$ cat config.mk
export PLATFORM = sky130hd
export DESIGN_NAME = secure_reg_reader
export DESIGN_NICKNAME = d
export VERILOG_FILES = /design/src/rtl/secure_reg_reader.sv
export SDC_FILE = /design/constraint.sdc
export NUM_CORES = 1
export LEC_CHECK = 0
export BUFFER_PORTS_ARGS = -buffer_cell sky130_fd_sc_hd__buf_2
export CAP_MARGIN = 20
export CORE_MARGIN = 3
export CORE_UTILIZATION = 43
export DETAILED_ROUTE_END_ITERATION = 6
export PLACE_DENSITY = 0.82
export SLEW_MARGIN = 5
export SYNTH_ARGS = -nofsm -noshare
export SYNTH_HDL_FRONTEND = slang
export SYNTH_SLANG_ARGS = --single-unit
$ cat constraint.sdc
create_clock -name clk -period 3.1 [get_ports clk]
set_clock_uncertainty 0.15 [all_clocks]
set_input_delay 0.62 -clock clk [delete_from_list [all_inputs] [get_ports clk]]
set_output_delay 0.62 -clock clk [all_outputs]
set_load 0.005 [all_outputs]
$ cat src/rtl/secure_reg_reader.sv
// Access-controlled read responder: a captured (user, address) pair is checked
// against a per-register permission mask, and repeated violations lock the block.
module secure_reg_reader #(
    parameter int NUM_REGS = 8,
    parameter int ADDR_W   = 4,
    parameter int MAX_VIOL = 4
) (
    input  logic                  clk,
    input  logic                  rst_n,
    input  logic                  req_valid,
    output logic                  req_ready,
    input  logic [2:0]            req_usr_id,
    input  logic [ADDR_W-1:0]     req_addr,
    input  logic [NUM_REGS*8-1:0] reg_bank,
    input  logic [NUM_REGS*8-1:0] perm_mask,
    output logic                  rsp_valid,
    input  logic                  rsp_ready,
    output logic [7:0]            rsp_data,
    output logic                  rsp_err,
    output logic [3:0]            viol_cnt,
    output logic                  locked
);

    typedef enum logic [1:0] {
        IDLE,
        CHECK,
        RESP,
        LOCKED
    } state_t;

    state_t              state_q, state_d;
    logic [2:0]          usr_q, usr_d;
    logic [ADDR_W-1:0]   addr_q, addr_d;
    logic                rsp_valid_q, rsp_valid_d;
    logic [7:0]          rsp_data_q, rsp_data_d;
    logic                rsp_err_q, rsp_err_d;
    logic [3:0]          viol_q, viol_d;
    logic                locked_q, locked_d;

    logic                grant;
    logic [7:0]          sel_data;
    logic [7:0]          perm_row;
    logic [3:0]          viol_inc;

    // Grant and data both derive from the captured address/user; an out-of-range
    // address matches no row, so the mask is never indexed past its end.
    always_comb begin
        grant    = 1'b0;
        sel_data = 8'h00;
        perm_row = 8'h00;
        for (int i = 0; i < NUM_REGS; i++) begin
            if (addr_q == ADDR_W'(i)) begin
                perm_row = perm_mask[8*i +: 8];
                sel_data = reg_bank[8*i +: 8];
                grant    = perm_row[usr_q];
            end
        end
    end

    assign viol_inc = (viol_q == 4'hF) ? viol_q : viol_q + 4'd1;

    always_comb begin
        state_d     = state_q;
        usr_d       = usr_q;
        addr_d      = addr_q;
        rsp_valid_d = rsp_valid_q;
        rsp_data_d  = rsp_data_q;
        rsp_err_d   = rsp_err_q;
        viol_d      = viol_q;
        locked_d    = locked_q;
        req_ready   = 1'b0;
        case (state_q)
            IDLE: begin
                req_ready = 1'b1;
                if (req_valid) begin
                    usr_d   = req_usr_id;
                    addr_d  = req_addr;
                    state_d = CHECK;
                end
            end
            CHECK: begin
                rsp_valid_d = 1'b1;
                rsp_err_d   = !grant;
                rsp_data_d  = grant ? sel_data : 8'h00;
                if (!grant) begin
                    viol_d = viol_inc;
                    if (viol_inc >= 4'(MAX_VIOL)) begin
                        locked_d = 1'b1;
                    end
                end
                state_d = RESP;
            end
            RESP: begin
                if (rsp_ready) begin
                    rsp_valid_d = 1'b0;
                    state_d     = locked_q ? LOCKED : IDLE;
                end
            end
            LOCKED: begin
                // Every request is refused without consulting the mask.
                req_ready = !rsp_valid_q;
                if (rsp_valid_q) begin
                    if (rsp_ready) begin
                        rsp_valid_d = 1'b0;
                    end
                end else if (req_valid) begin
                    rsp_valid_d = 1'b1;
                    rsp_err_d   = 1'b1;
                    rsp_data_d  = 8'h00;
                end
            end
            default: state_d = IDLE;
        endcase
    end

    always_ff @(posedge clk or negedge rst_n) begin
        if (!rst_n) begin
            state_q     <= IDLE;
            usr_q       <= 3'd0;
            addr_q      <= '0;
            rsp_valid_q <= 1'b0;
            rsp_data_q  <= 8'h00;
            rsp_err_q   <= 1'b0;
            viol_q      <= 4'd0;
            locked_q    <= 1'b0;
        end else begin
            state_q     <= state_d;
            usr_q       <= usr_d;
            addr_q      <= addr_d;
            rsp_valid_q <= rsp_valid_d;
            rsp_data_q  <= rsp_data_d;
            rsp_err_q   <= rsp_err_d;
            viol_q      <= viol_d;
            locked_q    <= locked_d;
        end
    end

    assign rsp_valid = rsp_valid_q;
    assign rsp_data  = rsp_data_q;
    assign rsp_err   = rsp_err_q;
    assign viol_cnt  = viol_q;
    assign locked    = locked_q;

endmodule

==> results of run 1 <==
## logic make-up after synthesis
group | share of synthesized area, %
compound gates | 19.0
fa+ha+maj | 3.76
simple gates | 13.1
mux | 32.9
xor+xnor | 0.376
buf+inv | 5.05
flops | 25.8
## routing by layer
| layer | routed length, µm | track usage, % | share of wire, % | vias to the layer above |
|---|---|---|---|---|
| met5 | 0 | 0 | 0 | - |
| met4 | 20 | 2.41 | 0.28 | 0 |
| met3 | 703 | 5.30 | 10 | 2 |
| met2 | 3740 | 43.8 | 53 | 125 |
| met1 | 2570 | 24.1 | 36 | 1146 |
| li1 | - | - | - | 1169 |
## flip-flops by register name, indices dropped and copies added, names as in the netlist
signal and count:
locked 1, state_q 2, addr_q 4, rsp_err 1
rsp_valid 1, viol_cnt 4, usr_q 3, rsp_data 8
## final timing paths
kind                             start     endpoint  depth (start not counted)
max in group asynchronous        rst_n  viol_cnt[0]                          1
min reg2reg                rsp_data[4]  rsp_data[4]                          1
min in group clk           rsp_data[4]  rsp_data[4]                          1
min                              rst_n      rsp_err                          1
max reg2reg                   usr_q[1]  viol_cnt[1]                          7
max                           usr_q[1]  viol_cnt[1]                          7
## Yosys cell counts, types with 2 or more instances
cell and count:
inv_1 6, a211oi_1 2, a21oi_1 6, nand2_1 19
mux4_1 4, o21ai_0 20, ha_1 7, mux2i_1 14
o211ai_1 7, o31a_1 2, nor2b_1 5, clkbuf_1 8
o31ai_1 2, dfrtp_1 24, nand3_1 3, a32o_1 8
and3_1 2, mux2_1 2, buf_6 4, mux4_2 15
nor2_1 11, nor3_1 2, mux2_2 13, o22ai_1 3
nand3b_1 3, nand2b_1 3, buf_2 4, a31oi_1 2
## layout by cell type, fill, tap and decap left out, drive strengths merged, types with 2 or more instances in the layout
cell / netlist / final
buf: 8 / 161
inv: 6 / 6
a21oi: 6 / 6
nand3: 3 / 3
a211oi: 2 / 2
a32o: 8 / 8
nand3b: 3 / 3
mux4: 19 / 19
o211ai: 8 / 8
ha: 7 / 7
dfrtp: 24 / 24
nor2: 12 / 12
o31ai: 2 / 2
o21ai: 21 / 21
a31oi: 2 / 2
nand2b: 3 / 3
nor2b: 5 / 5
nor3: 2 / 2
o31a: 2 / 2
nor4b: 2 / 2
and3: 2 / 2
mux2i: 14 / 14
o22ai: 3 / 3
nand2: 19 / 19
clkbuf: 8 / 3
mux2: 16 / 16
## worst register-to-register path: stages, from the launching register on
cell and delay [ns]:
dfrtp_1 0.66, buf_4 0.27, mux2_2 0.34, o22ai_1 0.19
o41ai_2 0.10, nor4b_4 0.41, o211ai_2 0.17, mux2_4 0.33
## power groups by stage
stage                     clock network, mW  registers (mW)  logic [mW]
after floorplan                           0           0.566        1.47
after global placement                    0           0.697        1.77
after detailed placement                  0           0.706        1.82
after CTS                             0.273           0.701        1.83
after global routing                  0.289           0.739        2.01
final                                 0.269           0.702        1.81
## cell type report
| class | instances | area share [%] |
|---|---|---|
| inverters | 6 | 0.698 |
| multi-input cells | 175 | 49.9 |
| well taps | 70 | 2.71 |
| clock inverters | 1 | 0.930 |
| flip-flops and latches | 24 | 18.6 |
| clock buffers | 3 | 1.28 |
| repair buffers | 161 | 25.9 |
## metrics by stage
step | hold WS (ns) | util (%)
floorplan | 0.174 | -
global placement | 0.329 | 61.0
detailed placement | 0.344 | 61.0
CTS | 0.183 | 62.4
global route | 0.199 | 62.4
finish | 0.171 | 62.4
==> metrics.md, run 1 <==
| Metric | Value |
|---|---|
| Status | finished, final reports clean |
| Final max-slew violation count | 0 |
| Switching Power | 1.20 mW |
| Placeable Area | 5170 µm² |
| Clock input transition at the sequential cells of the worst setup and hold paths | 0.08 ns |
| Non-filler instance count after layout | 440 |
| Clock Sink Count | 24 |
| Crit Path Category | reg2reg |
| Wire length of the first global-routing pass | 11.2 mm |
| Antenna Cells | 0 |
| Number of flops mapped to enable cells by yosys | 0 |
| Number of primary I/O pins | 155 |
| Largest net degree at the start of global routing | 25 |
| Crit. End Element | flop |
| Number of resized instances in the post-cts repair step | 0 |
| TritonCTS clock tree | yes |
| Final ANT Viol Nets | 0 |
| Floorplan die width | just under 80 µm |
| Number of remaining DRC errors | 0 |
| Tightest slew margin relative to the limit | 63.5% |
| DR vias/cell | 5.55 |
| Share of total power in sequential cells | 25.3% |
| Sequential fraction of the synthesis area | 25.8% |
| Leftover overflow at the end of global routing | 0 |
| Number of buffer and inverter stages on the critical path | 1 |
| 1st-iter DRT viols | 85 |
| Hpwl dp | 5.97 mm |
| Combinational share of power | 65.1% |
| Total track usage | between 20% and 30% |
| Number of vias in the routed layout | 2442 |
| Post-CTS setup-driven buffer insertion count | 0 |
| Class of the tightest hold or removal check | in2async |
| Sum of internal, switching and leakage power | roughly 2.8 mW |
| Average routed wire per standard cell | 16.0 µm |
| Cell types with the largest area share after synthesis | dfrtp_1 (26%), mux4_2 (15%), mux2_2 (6.3%) |
| Design Area, Final | 3230 µm² |
| Synthesized area divided by synthesized cell count | 10.5 µm² |
| Max VDD drop | 537 µV |
| Post-cts hold buffer count | 0 |
| Number of nets in the layout | ~520 |
| Internal power | 1.58 mW |
| Number of warnings issued by yosys | 0 |
| Leading register cell type out of synthesis | dfrtp_1 |
| Deepest clock path buffer count | 2 |
| Multi-input combinational cell area | 1610 µm² |
| Area growth from synthesis to layout | 38.6% |
| Number of instances in the synthesized netlist | around 220 |
| Routed WL | 7.04 mm |
| Worst slew pin tran | 0.546 ns |
| R2R setup slack | 0.38 ns |
| CTS root buf | clkbuf_8 |
| Maximum clock frequency | 367 MHz |
| PortBufs | between 150 and 200 |
| Post-Place Setup Slack | 0.374 ns |
| Async set-or-reset flop fraction in the synthesized netlist | 100% |
| Cell area after placement | 3160 µm² |
| Number of rows created at floorplan | 26 |
| Number of buffers added by the clock tree synthesis step | 3 |
| Setup total negative slack | 0 ns |
| Crit path setup slack, layout | between 0.3 and 0.4 ns |
| Final number of hold-violating endpoints | 0 |
| Crit path required time | 3.10 ns |
| Die Area | between 6000 and 7000 µm² |
| Lkg Pwr | between 1.5 and 2 nW |
| Biggest cell delay along the critical path | roughly 0.66 ns |
| Max stage delay cell, worst path | dfrtp_1 |
| Finish-stage setup viols | 0 |
| Count of distinct cell types in the synthesized netlist | 48 |
| Syn Std Cell Area | between 2000 and 2500 µm² |
| Maximum fanout along the worst path | 13 |
| Cell class contributing the biggest share of worst-path delay | multiplexers |
| CP Launch Type | flop |
| Clock insertion delay at the later pin of the skew report | 0.26 ns |
| Detailed-router iteration count before antenna repair | 4 |
| Switching part of the total | 43.1% |
| Number of global-route vias before repair | approximately 2500 |
| Area share of the largest cell type after synthesis | 25.8% |
| Critical-path cell list | buf_4 -> mux2_2 -> o22ai_1 -> o41ai_2 -> nor4b_4 -> o211ai_2 -> mux2_4 |
| Antenna violations before repair | 0 |
| Cell type with the largest total area after synthesis | dfrtp_1 |
| Part of the cycle the worst path needs | 87.9% |
| Post-Syn Nets | 367 |
| Crit path DAT | 2.73 ns |
| Yosys reg bits | 24 |
| Proportion of layout cells with a drive suffix above 1 | 54.1% |
| H-tree levels | 1 |
| Setup repair after global routing missed its margin | no |
| Total of fill cells in the finished design | 441 |
| Areal power density over the cells | 861 nW/µm² |
| Number of instances in the placed design | 436 |
| Number of maximum-capacitance constraint violations | 0 |
| Routability Congestion | 0.797 |
| Initial Utilization | 45.0% |
| Flip-flop and latch area | 601 µm² |
| Y dimension of the die | 79.6 µm |
| Portion of total power attributed to the clock network | 9.7% |
| Final min period | 2.72 ns |
No activity file was read; power rests on OpenSTA's default activity.
==> inputs of run 2 (changes only) <==
- CORE_ASPECT_RATIO: not set -> 0.7
==> run 2 against run 1 <==
Net effect:
- maximum frequency rose by 4.2%
- clock-buffer cell count unchanged
- combinational power about the same
- global-route usage increased by 1.3 points
- largest cell class unchanged
==> metrics.md, run 2 (same netlist as run 1, synthesis figures left out) <==
| Metric | Value |
|---|---|
| Leftover overflow at the end of global routing | 0 (unchanged) |
| Maximum clock frequency | 382 MHz (+4.2%) |
| Crit path DAT | 2.62 ns (-0.11 ns) |
| Number of buffers added by the clock tree synthesis step | 3 (unchanged) |
| Number of buffer and inverter stages on the critical path | 1 (unchanged) |
| Total of fill cells in the finished design | 435 (-1.4%) |
| Max reg flops | 8 (unchanged) |
| Post-cts hold buffer count | 0 (unchanged) |
| H-tree levels | 1 (unchanged) |
| PortBufs | 154 (unchanged) |
| Antenna violations before repair | 0 (unchanged) |
| Clock input transition at the sequential cells of the worst setup and hold paths | 0.09 ns (about the same) |
| Number of nets in the layout | 516 (-0.19%) |
| Final min period | 2.62 ns (-0.110 ns) |
| Number of maximum-capacitance constraint violations | 0 (unchanged) |
| Cell area after placement | 3140 µm² (-0.67%) |
| Biggest cell delay along the critical path | 0.59 ns (-0.07 ns) |
| Antenna Cells | 0 (unchanged) |
| Number of rows created at floorplan | 21 (-19%) |
| Areal power density over the cells | 865 nW/µm² (+0.54%) |
| Routability Congestion | 0.840 (+5.3%) |
| Finish-stage setup viols | 0 (unchanged) |
| Commonest non-fill, non-tap cells in the layout | buf_2 (154), dfrtp_1 (24), o21ai_0 (20), nand2_1 (19), mux4_2 (15) |
| Number of resized instances in the post-cts repair step | 0 (unchanged) |
| Design Area, Final | 3210 µm² (-0.66%) |
| Number of primary I/O pins | 155 (unchanged) |
| Floorplan die width | 94.0 µm (+18%) |
| Die Area | 6350 µm² (+0.23%) |
| Lkg Pwr | 1.58 nW (-0.59%) |
| Average routed wire per standard cell | 16.9 µm (+5.7%) |
| Hpwl dp | 6.15 mm (+3.0%) |
| CTS root buf | clkbuf_8 |
| Post-CTS setup-driven buffer insertion count | 0 (unchanged) |
| Max stage delay cell, worst path | mux4_1 |
| Total track usage | 23.4% (+1.3 points) |
| Setup total negative slack | 0 ns (unchanged) |
| Placeable Area | 4990 µm² (-3.5%) |
| Number of instances in the placed design | 434 (-0.46%) |
| Clock insertion delay at the later pin of the skew report | 0.27 ns (about the same) |
| Y dimension of the die | 67.6 µm (-15%) |
| Multi-input combinational cell area | 1610 µm² (unchanged) |
| TritonCTS clock tree | yes |
| Initial Utilization | 46.6% (+1.6 points) |
| Number of global-route vias before repair | 2496 (+0.040%) |
| Number of vias in the routed layout | 2428 (-0.57%) |
| Flip-flop and latch area | 601 µm² (unchanged) |
| Post-Route Hold Slack | 0.164 ns (-0.00718 ns) |
| Proportion of layout cells with a drive suffix above 1 | 53.9% (-0.12 points) |
| Worst slew pin tran | 0.585 ns (+0.0392 ns) |
| Area growth from synthesis to layout | 37.7% |
| Crit path required time | 3.10 ns (about the same) |
| CP Launch Type | flop |
| Number of remaining DRC errors | 0 (unchanged) |
| Cell class contributing the biggest share of worst-path delay | multiplexers |
| Most frequent standard cell in the layout excluding fill and tap cells | buf_2 |
| Max VDD drop | 424 µV (-21%) |
| Deepest clock path buffer count | 2 (unchanged) |
| Final ANT Viol Nets | 0 (unchanged) |
| Critical-path cell list | buf_4 -> mux4_1 -> mux2i_1 -> o211a_1 -> a21o_1 -> o211ai_2 -> mux2_4 |
| Non-filler instance count after layout | 438 (-0.45%) |
| Routed WL | 7.40 mm (+5.2%) |
| Part of the cycle the worst path needs | 84.4% (-3.5 points) |
| Final number of hold-violating endpoints | 0 (unchanged) |
| Clock Sink Count | 24 (unchanged) |
| Wire length of the first global-routing pass | 11.6 mm (+4.3%) |
| Setup repair after global routing missed its margin | no |
| Tightest slew margin relative to the limit | 60.8% (-2.6 points) |
| Maximum fanout along the worst path | 11 (-2) |
| Detailed-router iteration count before antenna repair | 4 (unchanged) |
| Class of the tightest hold or removal check | in2async |
| DR vias/cell | 5.54 (-0.12%) |
| Largest net degree at the start of global routing | 25 (unchanged) |
| Crit Path Category | reg2reg |
| Final max-slew violation count | 0 (unchanged) |
| 1st-iter DRT viols | 98 (+15%) |
| Status | finished, final reports clean |
| Crit. End Element | flop |
==> run 2: cell count changes in the layout (fill, tap and decap cells not counted), sizes merged <==
cell,previous run,this run
buf,161,160
==> run 2: area by class of cell <==
type / instances / share of cell area [%]
multi-input combinational: 175 / 50.2
sequential: 24 / 18.7
inverter: 6 / 0.702
clock buffer: 3 / 1.29
tap: 69 / 2.69
clock inverter: 1 / 0.936
timing repair buffer: 160 / 25.4
==> run 2: final timing paths <==
path | end | slack, ns | cells after the start | from
worst max-delay path | viol_cnt[1] | 0.48 | 7 | usr_q[0]
worst min-delay path | rsp_data[0] | 0.16 | 1 | rst_n
worst max register to register | viol_cnt[1] | 0.48 | 7 | usr_q[0]
worst min register to register | rsp_data[6] | 0.35 | 1 | rsp_data[6]
max in group asynchronous | viol_cnt[2] | 2.27 | 1 | rst_n
min in group clk | rsp_data[6] | 0.35 | 1 | rsp_data[6]
==> run 2: power by group <==
part	total, mW	internal (mW)	switching [mW]	leakage, nW
registers	0.692	0.452	0.240	0.291
clock network	0.275	0.173	0.103	0.0357
logic	1.81	0.930	0.877	1.25
==> run 2: per-stage QoR <==
stage | util, % | worst slack (ns) | power [mW]
finish | 64.2 | 0.485 | 2.78
global route | 64.2 | 0.342 | 3.02
CTS | 64.2 | 0.460 | 2.80
detailed placement | 62.8 | 0.426 | 2.51
global placement | 62.8 | 0.454 | 2.45
floorplan | - | 0.626 | 2.03
==> run 2: layer usage <==
layer  wire (µm)  GRT usage, %  share of wire [%]
met1        2830          26.9                 38
met4          39          2.34               0.53
met2        3880          46.2                 52
met3         647          5.23                8.7
met5           0             0                  0
